===== config.mk =====
export PLATFORM = sky130hd
export DESIGN_NAME = paddle_btn_ctrl
export DESIGN_NICKNAME = d
export VERILOG_FILES = /design/src/rtl/paddle_btn_ctrl.sv
export SDC_FILE = /design/constraint.sdc
export NUM_CORES = 1
export LEC_CHECK = 0
export CAP_MARGIN = 20
export CORE_ASPECT_RATIO = 0.7
export CORE_UTILIZATION = 38
export CTS_CLUSTER_SIZE = 12
export DETAILED_ROUTE_END_ITERATION = 10
export PLACE_DENSITY = 0.58
export SYNTH_ARGS = -nofsm -noshare
export SYNTH_HDL_FRONTEND = slang
export SYNTH_SLANG_ARGS = --single-unit

===== constraint.sdc =====
create_clock -name clk_i -period 6.55 [get_ports clk_i]
set_clock_uncertainty 0.2 [all_clocks]
set_input_delay 1.31 -clock clk_i [delete_from_list [all_inputs] [get_ports clk_i]]
set_output_delay 1.31 -clock clk_i [all_outputs]
set_load 0.02 [all_outputs]

===== src/rtl/paddle_btn_ctrl.sv =====
// Paddle push-button conditioning: per-channel synchronizer, debounce and
// press/hold/auto-repeat FSM producing one-cycle paddle step pulses.
module paddle_btn_ctrl #(
    parameter int unsigned SYNC_STAGES     = 2,
    parameter int unsigned DEBOUNCE_CYCLES = 250000,
    parameter int unsigned HOLD_DELAY      = 5000000,
    parameter int unsigned REPEAT_PERIOD   = 100000,
    parameter int unsigned CNT_W           = 32
) (
    input  logic clk_i,
    input  logic reset_i,
    input  logic btn_dwn_i,
    input  logic btn_up_i,
    output logic dwn_level_o,
    output logic up_level_o,
    output logic step_dwn_o,
    output logic step_up_o
);

    localparam logic [1:0] ST_IDLE   = 2'd0;
    localparam logic [1:0] ST_HOLD   = 2'd1;
    localparam logic [1:0] ST_REPEAT = 2'd2;

    logic [1:0] btn_raw;
    logic [1:0] lvl_q;
    logic [1:0] lvl_next;
    logic [1:0] raw_step;

    assign btn_raw = {btn_up_i, btn_dwn_i};

    // Channel 0 is down, channel 1 is up.
    for (genvar c = 0; c < 2; c++) begin : g_ch
        logic [SYNC_STAGES-1:0] sync_q;
        logic                   lvl_r;
        logic                   lvl_d;
        logic [CNT_W-1:0]       cnt_q;
        logic [CNT_W-1:0]       cnt_d;
        logic [CNT_W-1:0]       tmr_q;
        logic [CNT_W-1:0]       tmr_d;
        logic [1:0]             state_q;
        logic [1:0]             state_d;
        logic                   step_c;

        always_ff @(posedge clk_i) begin
            if (reset_i) begin
                sync_q  <= '0;
                lvl_r   <= 1'b0;
                cnt_q   <= '0;
                tmr_q   <= '0;
                state_q <= ST_IDLE;
            end else begin
                sync_q  <= {sync_q[SYNC_STAGES-2:0], btn_raw[c]};
                lvl_r   <= lvl_d;
                cnt_q   <= cnt_d;
                tmr_q   <= tmr_d;
                state_q <= state_d;
            end
        end

        // Level flips only after DEBOUNCE_CYCLES consecutive differing samples.
        always_comb begin
            lvl_d = lvl_r;
            cnt_d = '0;
            if (sync_q[SYNC_STAGES-1] != lvl_r) begin
                if (cnt_q == CNT_W'(DEBOUNCE_CYCLES - 1)) begin
                    lvl_d = ~lvl_r;
                end else begin
                    cnt_d = cnt_q + CNT_W'(1);
                end
            end
        end

        // Decisions use the next level so steps line up with level_o.
        always_comb begin
            state_d = state_q;
            tmr_d   = tmr_q;
            step_c  = 1'b0;
            case (state_q)
                ST_IDLE: begin
                    if (lvl_d) begin
                        step_c  = 1'b1;
                        tmr_d   = '0;
                        state_d = ST_HOLD;
                    end
                end
                ST_HOLD: begin
                    if (!lvl_d) begin
                        tmr_d   = '0;
                        state_d = ST_IDLE;
                    end else if (tmr_q == CNT_W'(HOLD_DELAY - 1)) begin
                        step_c  = 1'b1;
                        tmr_d   = '0;
                        state_d = ST_REPEAT;
                    end else begin
                        tmr_d = tmr_q + CNT_W'(1);
                    end
                end
                ST_REPEAT: begin
                    if (!lvl_d) begin
                        tmr_d   = '0;
                        state_d = ST_IDLE;
                    end else if (tmr_q == CNT_W'(REPEAT_PERIOD - 1)) begin
                        step_c = 1'b1;
                        tmr_d  = '0;
                    end else begin
                        tmr_d = tmr_q + CNT_W'(1);
                    end
                end
                default: begin
                    tmr_d   = '0;
                    state_d = ST_IDLE;
                end
            endcase
        end

        assign lvl_q[c]    = lvl_r;
        assign lvl_next[c] = lvl_d;
        assign raw_step[c] = step_c;
    end

    // A channel's steps are suppressed while the opposite button is held.
    always_ff @(posedge clk_i) begin
        if (reset_i) begin
            step_dwn_o <= 1'b0;
            step_up_o  <= 1'b0;
        end else begin
            step_dwn_o <= raw_step[0] & ~lvl_next[1];
            step_up_o  <= raw_step[1] & ~lvl_next[0];
        end
    end

    assign dwn_level_o = lvl_q[0];
    assign up_level_o  = lvl_q[1];

endmodule

==> results of run 1 <==
==> per-layer routing <==
layer,vias to the layer above,global-route usage,part of all wire
met2,89,0.247,0.39
met5,-,0,0
met3,17,0.0323,0.036
met1,2894,0.263,0.56
met4,0,0.0667,0.014
li1,3232,-,-
==> where the power goes <==
| part | internal, mW | switching, mW |
|---|---|---|
| clock network | 0.558 | 0.385 |
| registers | 0.853 | 0.000872 |
| logic | 0.00750 | 0.0155 |
| total | 1.42 | 0.401 |
==> cells by family after synthesis <==
kind of cell,after synthesis
xor+xnor,61
mux,3
flops,140
fa+ha+maj,12
compound gates,142
simple gates,446
buf+inv,78
==> worst max-delay path by stage <==
stage	startpoint	end	slack, ns	cells after the start
floorplan	reset_i	g_ch[1].tmr_q[8]	3.70	6
global placement	reset_i	g_ch[0].tmr_q[12]	2.88	6
detailed placement	reset_i	g_ch[0].tmr_q[26]	3.03	7
CTS	g_ch[0].cnt_q[8]	g_ch[0].tmr_q[9]	3.31	6
global route	g_ch[0].cnt_q[8]	g_ch[0].tmr_q[11]	3.06	6
finish	g_ch[0].cnt_q[8]	g_ch[0].tmr_q[7]	3.33	7
==> cell usage after synthesis (16+ instances only) <==
master    number  area share
dfxtp_1      140        0.39
o21ai_0       17       0.012
nand4_1       52       0.045
nor2_1        92       0.048
clkbuf_1      30       0.016
a21oi_1       16       0.011
nand3_1       74       0.052
nor3_1        25       0.017
a31oi_1       49       0.043
nand2_1       88       0.046
xor2_1        34       0.041
nor4_1        19       0.017
inv_1         33       0.017
xnor2_1       27       0.033
==> worst register-to-register path, stage by stage (launching register included) <==
cell	delay (ns)
dfxtp_1	0.36
nor4_1	0.43
nand4_1	0.28
o31ai_1	0.67
and4_1	0.75
buf_8	0.25
a31oi_1	0.06
o22ai_1	0.14
==> flip-flops by register name (all words and copies together) (netlist names) <==
| name | count |
|---|---|
| g_ch.cnt_q | 64 |
| step_up_o | 1 |
| g_ch.tmr_q | 64 |
| dwn_level_o | 1 |
| g_ch.sync_q | 4 |
| g_ch.state_q | 4 |
| step_dwn_o | 1 |
| up_level_o | 1 |
==> final cells by class <==
class,instances,area [um^2]
tap,236,295
timing repair buffer,15,138
clock inverter,14,148
clock buffer,17,425
multi-input combinational,664,4100
inverter,33,124
sequential,140,2800
fill,1843,10200
==> results.cfg, run 1 <==
[sta]
setup_viol = 0
hold_viol = 0
tightest_slew_ns = 1.05
fmax_ghz = 0.310
worst_slack_ns = 3.33
finalSetupTns_ns = 0
maxSlewHeadroom = 0.291
hold_slack_ns = 0.237
rsz0062_at_grt = no
fin_crit_sh = 0.492
slew_violations = 0
fin_crit_ns = 3.22

[place]
place_worst_setup_slack_ns = 3.03
io_buffers = 7
dp_hpwl_um = 10900
place_congestion = 0.825
dp.cells = 1088
placed_area_um2 = 7460

[global_routing]
antenna_found_initial = 0
grt_pass1_vias = 5501
grt-ovfl-total = 0
grt_max_degree = 51
grt_pass1_wl_um = 27700
track_usage = 0.176

[floorplan]
die_w_um = 166
dieArea_um2 = 19400
start_util = 0.393
die_height_um = 117
fp-row-count = 41
core_area_um2 = 18300
io-pin-count = 8

[flow_run]
cap_violations = 0

[detailed_routing]
vias_per_cell = 5.57
routed_wl_um = 16400
first_iter_violations = 445
drt-wirelength-per-cell_um = 14.7
drc = 0
postRouteAntennaNets = 0
vias = 6232
dr.pass1.iters = 5

[finish]
area_delta_synth_final_pct = 12.0
nets = 887
stdcell_count = 1119
n_antenna_cell = 0
fin_area_um2 = 8040
final_common_cell = dfxtp_1
final_cell_mix = dfxtp_1, nor2_1, nand2_1
final_core_util = 0.440
layout-drive-gt1-share = 0.0680

[yosys]
synth-adder-area-share = 0.0209
synthFlopType = dfxtp_1
synthSimpleGateAreaFrac = 0.329
ys_ff_latch = 140
synth_compound_area_frac = 0.136
synthArstFlopShare = 0
ys_warn_count = 0
syn_area_per_cell_um2 = 8.14
synth_fp_nets = 898
synth_mux_area_frac = 0.00436
syn_area_um2 = 7180
yosysSeqAreaShare = 0.391
synth-xor-area-share = 0.0744
synth-edff-count = 0
synth_top_family_by_area = simple AND/OR/NAND/NOR gates
synthCells = 882
yosysUniqueCellTypes = 66

[critical_path]
critPathMaxStageDelay_ns = 0.75
path_delay_family = simple AND/OR/NAND/NOR gates
critPathMaxFanout = 16
crit-reg2reg-launch = g_ch[0].cnt_q[8]
critPathSlowestCell = and4_1
critPathCaptureType = register
ff2ff_path_depth = 7
worstPathRequired_ns = 6.68
arrival_ns = 3.36
start_kind = register
r2r_end = g_ch[0].tmr_q[7]
path_cells = nor4_1 > nand4_1 > o31ai_1 > and4_1 > buf_8 > a31oi_1 > o22ai_1
path_class = reg2reg
cp_num_buf_inv = 1
reg2reg_slack_ns = 3.33

[clocking]
clkSinkCount = 140
cts.repair.resized = 0
numCtsBuffers = 17
clock-root-buffer = clkbuf_16
h-tree-depth = 4
holdBufCountCts = 0
cts_tree = done
cts_setup_buffers = 0
clk-insertion-delay-late_ns = 0.42
clk_pin_slew_ns = 0.06
cts_max_path_buffers = 2

[power]
peakVddDrop_uv = 181
power_density_nw_per_um2 = 226
finalPower_mw = 1.82
power.leakage_nw = 2.36

[min_path]
holdCritStartpoint = g_ch[1].cnt_q[0]
holdPathEnd = g_ch[1].cnt_q[0]
min_path_cells = 1
hp-class = reg2reg

[outcome]
status = finished, final reports clean
Note: power is estimated with default switching activity, not from simulation.
==> inputs of run 2 (changes only) <==
--- a/config.mk
+++ b/config.mk
@@ -10,7 +10,7 @@
 export CORE_UTILIZATION = 38
 export CTS_CLUSTER_SIZE = 12
 export DETAILED_ROUTE_END_ITERATION = 10
-export PLACE_DENSITY = 0.58
+export PLACE_DENSITY = 0.6
 export SYNTH_ARGS = -nofsm -noshare
 export SYNTH_HDL_FRONTEND = slang
 export SYNTH_SLANG_ARGS = --single-unit
==> constraint.sdc (replaced) <==
create_clock -name clk_i -period 2.6 [get_ports clk_i]
set_clock_uncertainty 0.2 [all_clocks]
set_input_delay 0.52 -clock clk_i [delete_from_list [all_inputs] [get_ports clk_i]]
set_output_delay 0.52 -clock clk_i [all_outputs]
set_load 0.02 [all_outputs]
==> results.cfg, run 2 (synthesis gave the netlist of run 1 again) <==
[outcome]
status = finished, final reports clean

[floorplan]
core_area_um2 = 18300
start_util = 0.393
dieArea_um2 = 19400
die_w_um = 166
die_height_um = 117
io-pin-count = 8
fp-row-count = 41

[clocking]
cts_tree = done
clkSinkCount = 140
numCtsBuffers = 17
clock-root-buffer = clkbuf_16
clk-insertion-delay-late_ns = 0.43
h-tree-depth = 4
clk_pin_slew_ns = 0.07
cts_max_path_buffers = 2

[min_path]
holdCritStartpoint = g_ch[1].cnt_q[0]
hp-class = reg2reg

[critical_path]
worstPathRequired_ns = 2.71
critPathMaxFanout = 7
arrival_ns = 2.61
cp-endpoint = g_ch[1].tmr_q[30]
start_kind = register
ff2ff_path_depth = 6
crit-reg2reg-launch = g_ch[1].tmr_q[8]
reg2reg_slack_ns = 0.09
path_class = reg2reg
cp-startpoint = g_ch[1].tmr_q[8]
critPathCaptureType = register
r2r_end = g_ch[1].tmr_q[30]

[sta]
fmax_ghz = 0.399
slew_violations = 0
hold_viol = 0
maxSlewHeadroom = 0.568
fin_crit_sh = 0.965
fin_crit_ns = 2.51
finalSetupTns_ns = 0
tightest_slew_ns = 0.648
setup_viol = 0
rsz0062_at_grt = yes

[place]
place_congestion = 0.845
dp_hpwl_um = 12200
io_buffers = 7

[detailed_routing]
drt-wirelength-per-cell_um = 15.0
dr.pass1.iters = 5
postRouteAntennaNets = 0
routed_wl_um = 18000
vias_per_cell = 5.56
vias = 6654
first_iter_violations = 501
drc = 0

[finish]
n_fill_cell = 1785
nets = 963
final_cell_mix = dfxtp_1, nor2_1, nand2_1
final_common_cell = dfxtp_1
regArea_um2 = 2800
reg.largest.list = g_ch.cnt_q x64, g_ch.tmr_q x64
area_delta_synth_final_pct = 23.6
layout-drive-gt1-share = 0.160
n_antenna_cell = 0
multi_input_area_um2 = 4270

[global_routing]
grt_max_degree = 35
antenna_found_initial = 0
track_usage = 0.186
grt_pass1_vias = 5869
grt-ovfl-total = 0
grt_pass1_wl_um = 29200

[power]
power_density_nw_per_um2 = 529
clock_power_share = 0.526
power.leakage_nw = 2.83
finalPower_mw = 4.69
peakVddDrop_uv = 416
seqPwrFrac = 0.459
combPwrFrac = 0.016
intPower_mw = 3.61
netSwitchingFraction = 0.231
switching_power_mw = 1.08

[flow_run]
cap_violations = 0
-- run 2: cell count changes in the layout (fill, tap and decap cells not counted), moves of 4 or more --
cell    delta
nor4_4     +4
nor4_1     -7
buf_12     +5
buf_4     +67
inv_6      +4
-- run 2: area by class of cell --
type / count / share of cell area
Clock buffer: 17 / 0.0480
Inverter: 33 / 0.0140
Tap cell: 236 / 0.0333
Multi-Input combinational cell: 665 / 0.482
Clock inverter: 15 / 0.0182
Timing Repair Buffer: 90 / 0.0889
Sequential cell: 140 / 0.316
-- run 2: critical path, cell delays in order (launching register included) --
cell and delay [ns]:
dfxtp_1 0.49, nand2_1 0.14, or3_4 0.40, or3_1 0.39, or4_4 0.54, nand4_1 0.12
o311ai_2 0.11
-- run 2: stage by stage --
stage | area [um^2] | utilization | setup WS [ns] | std cells | hold slack (ns)
after global routing | 8870 | 0.486 | -0.0496 | 1196 | 0.259
final | 8870 | 0.486 | 0.0916 | 1196 | 0.239
after floorplan | 7180 | - | 0.0306 | 882 | 0.213
after CTS | 8650 | 0.474 | 0.00233 | 1190 | 0.240
after detailed placement | 8050 | 0.441 | -0.0215 | 1158 | 0.224
after global placement | 8050 | 0.441 | -0.000512 | 1158 | 0.220
-- run 2: repair_timing --
item                                    in CTS  in global routing
gates resized for setup                      3                 30
pin swaps                                    0                  6
hold endpoints to repair                     0                  0
endpoints found under the setup margin       4                 62
hold buffers                                 0                  0
gates cloned                                 0                  2
setup buffers                                0                  4
-- run 2: layer usage --
metal	global-route usage	vias to the layer above	part of all wire	routed length, um
met1	0.279	3129	0.54	9710
met5	0	-	0	0
met4	0.0531	0	0.0069	124
met2	0.264	136	0.40	7280
met3	0.0403	9	0.048	864
li1	-	3380	-	-
-- run 2: worst min-delay path by stage --
stage                              to  slack, ns  cells past startpoint
CTS                  g_ch[1].cnt_q[0]       0.24                      1
global placement    g_ch[1].sync_q[1]       0.22                      1
detailed placement  g_ch[1].sync_q[1]       0.22                      1
global route        g_ch[1].sync_q[1]       0.26                      1
finish               g_ch[1].cnt_q[0]       0.24                      1
floorplan            g_ch[1].cnt_q[0]       0.21                      1
-- run 2: power groups by stage --
stage                     clock [mW]  sequential, mW  combinational [mW]
after floorplan                    0            2.20              0.0376
after CTS                       2.50            2.15              0.0735
after global placement             0            2.20              0.0734
after global routing            2.59            2.15              0.0792
after detailed placement           0            2.20              0.0732
final                           2.46            2.15              0.0737
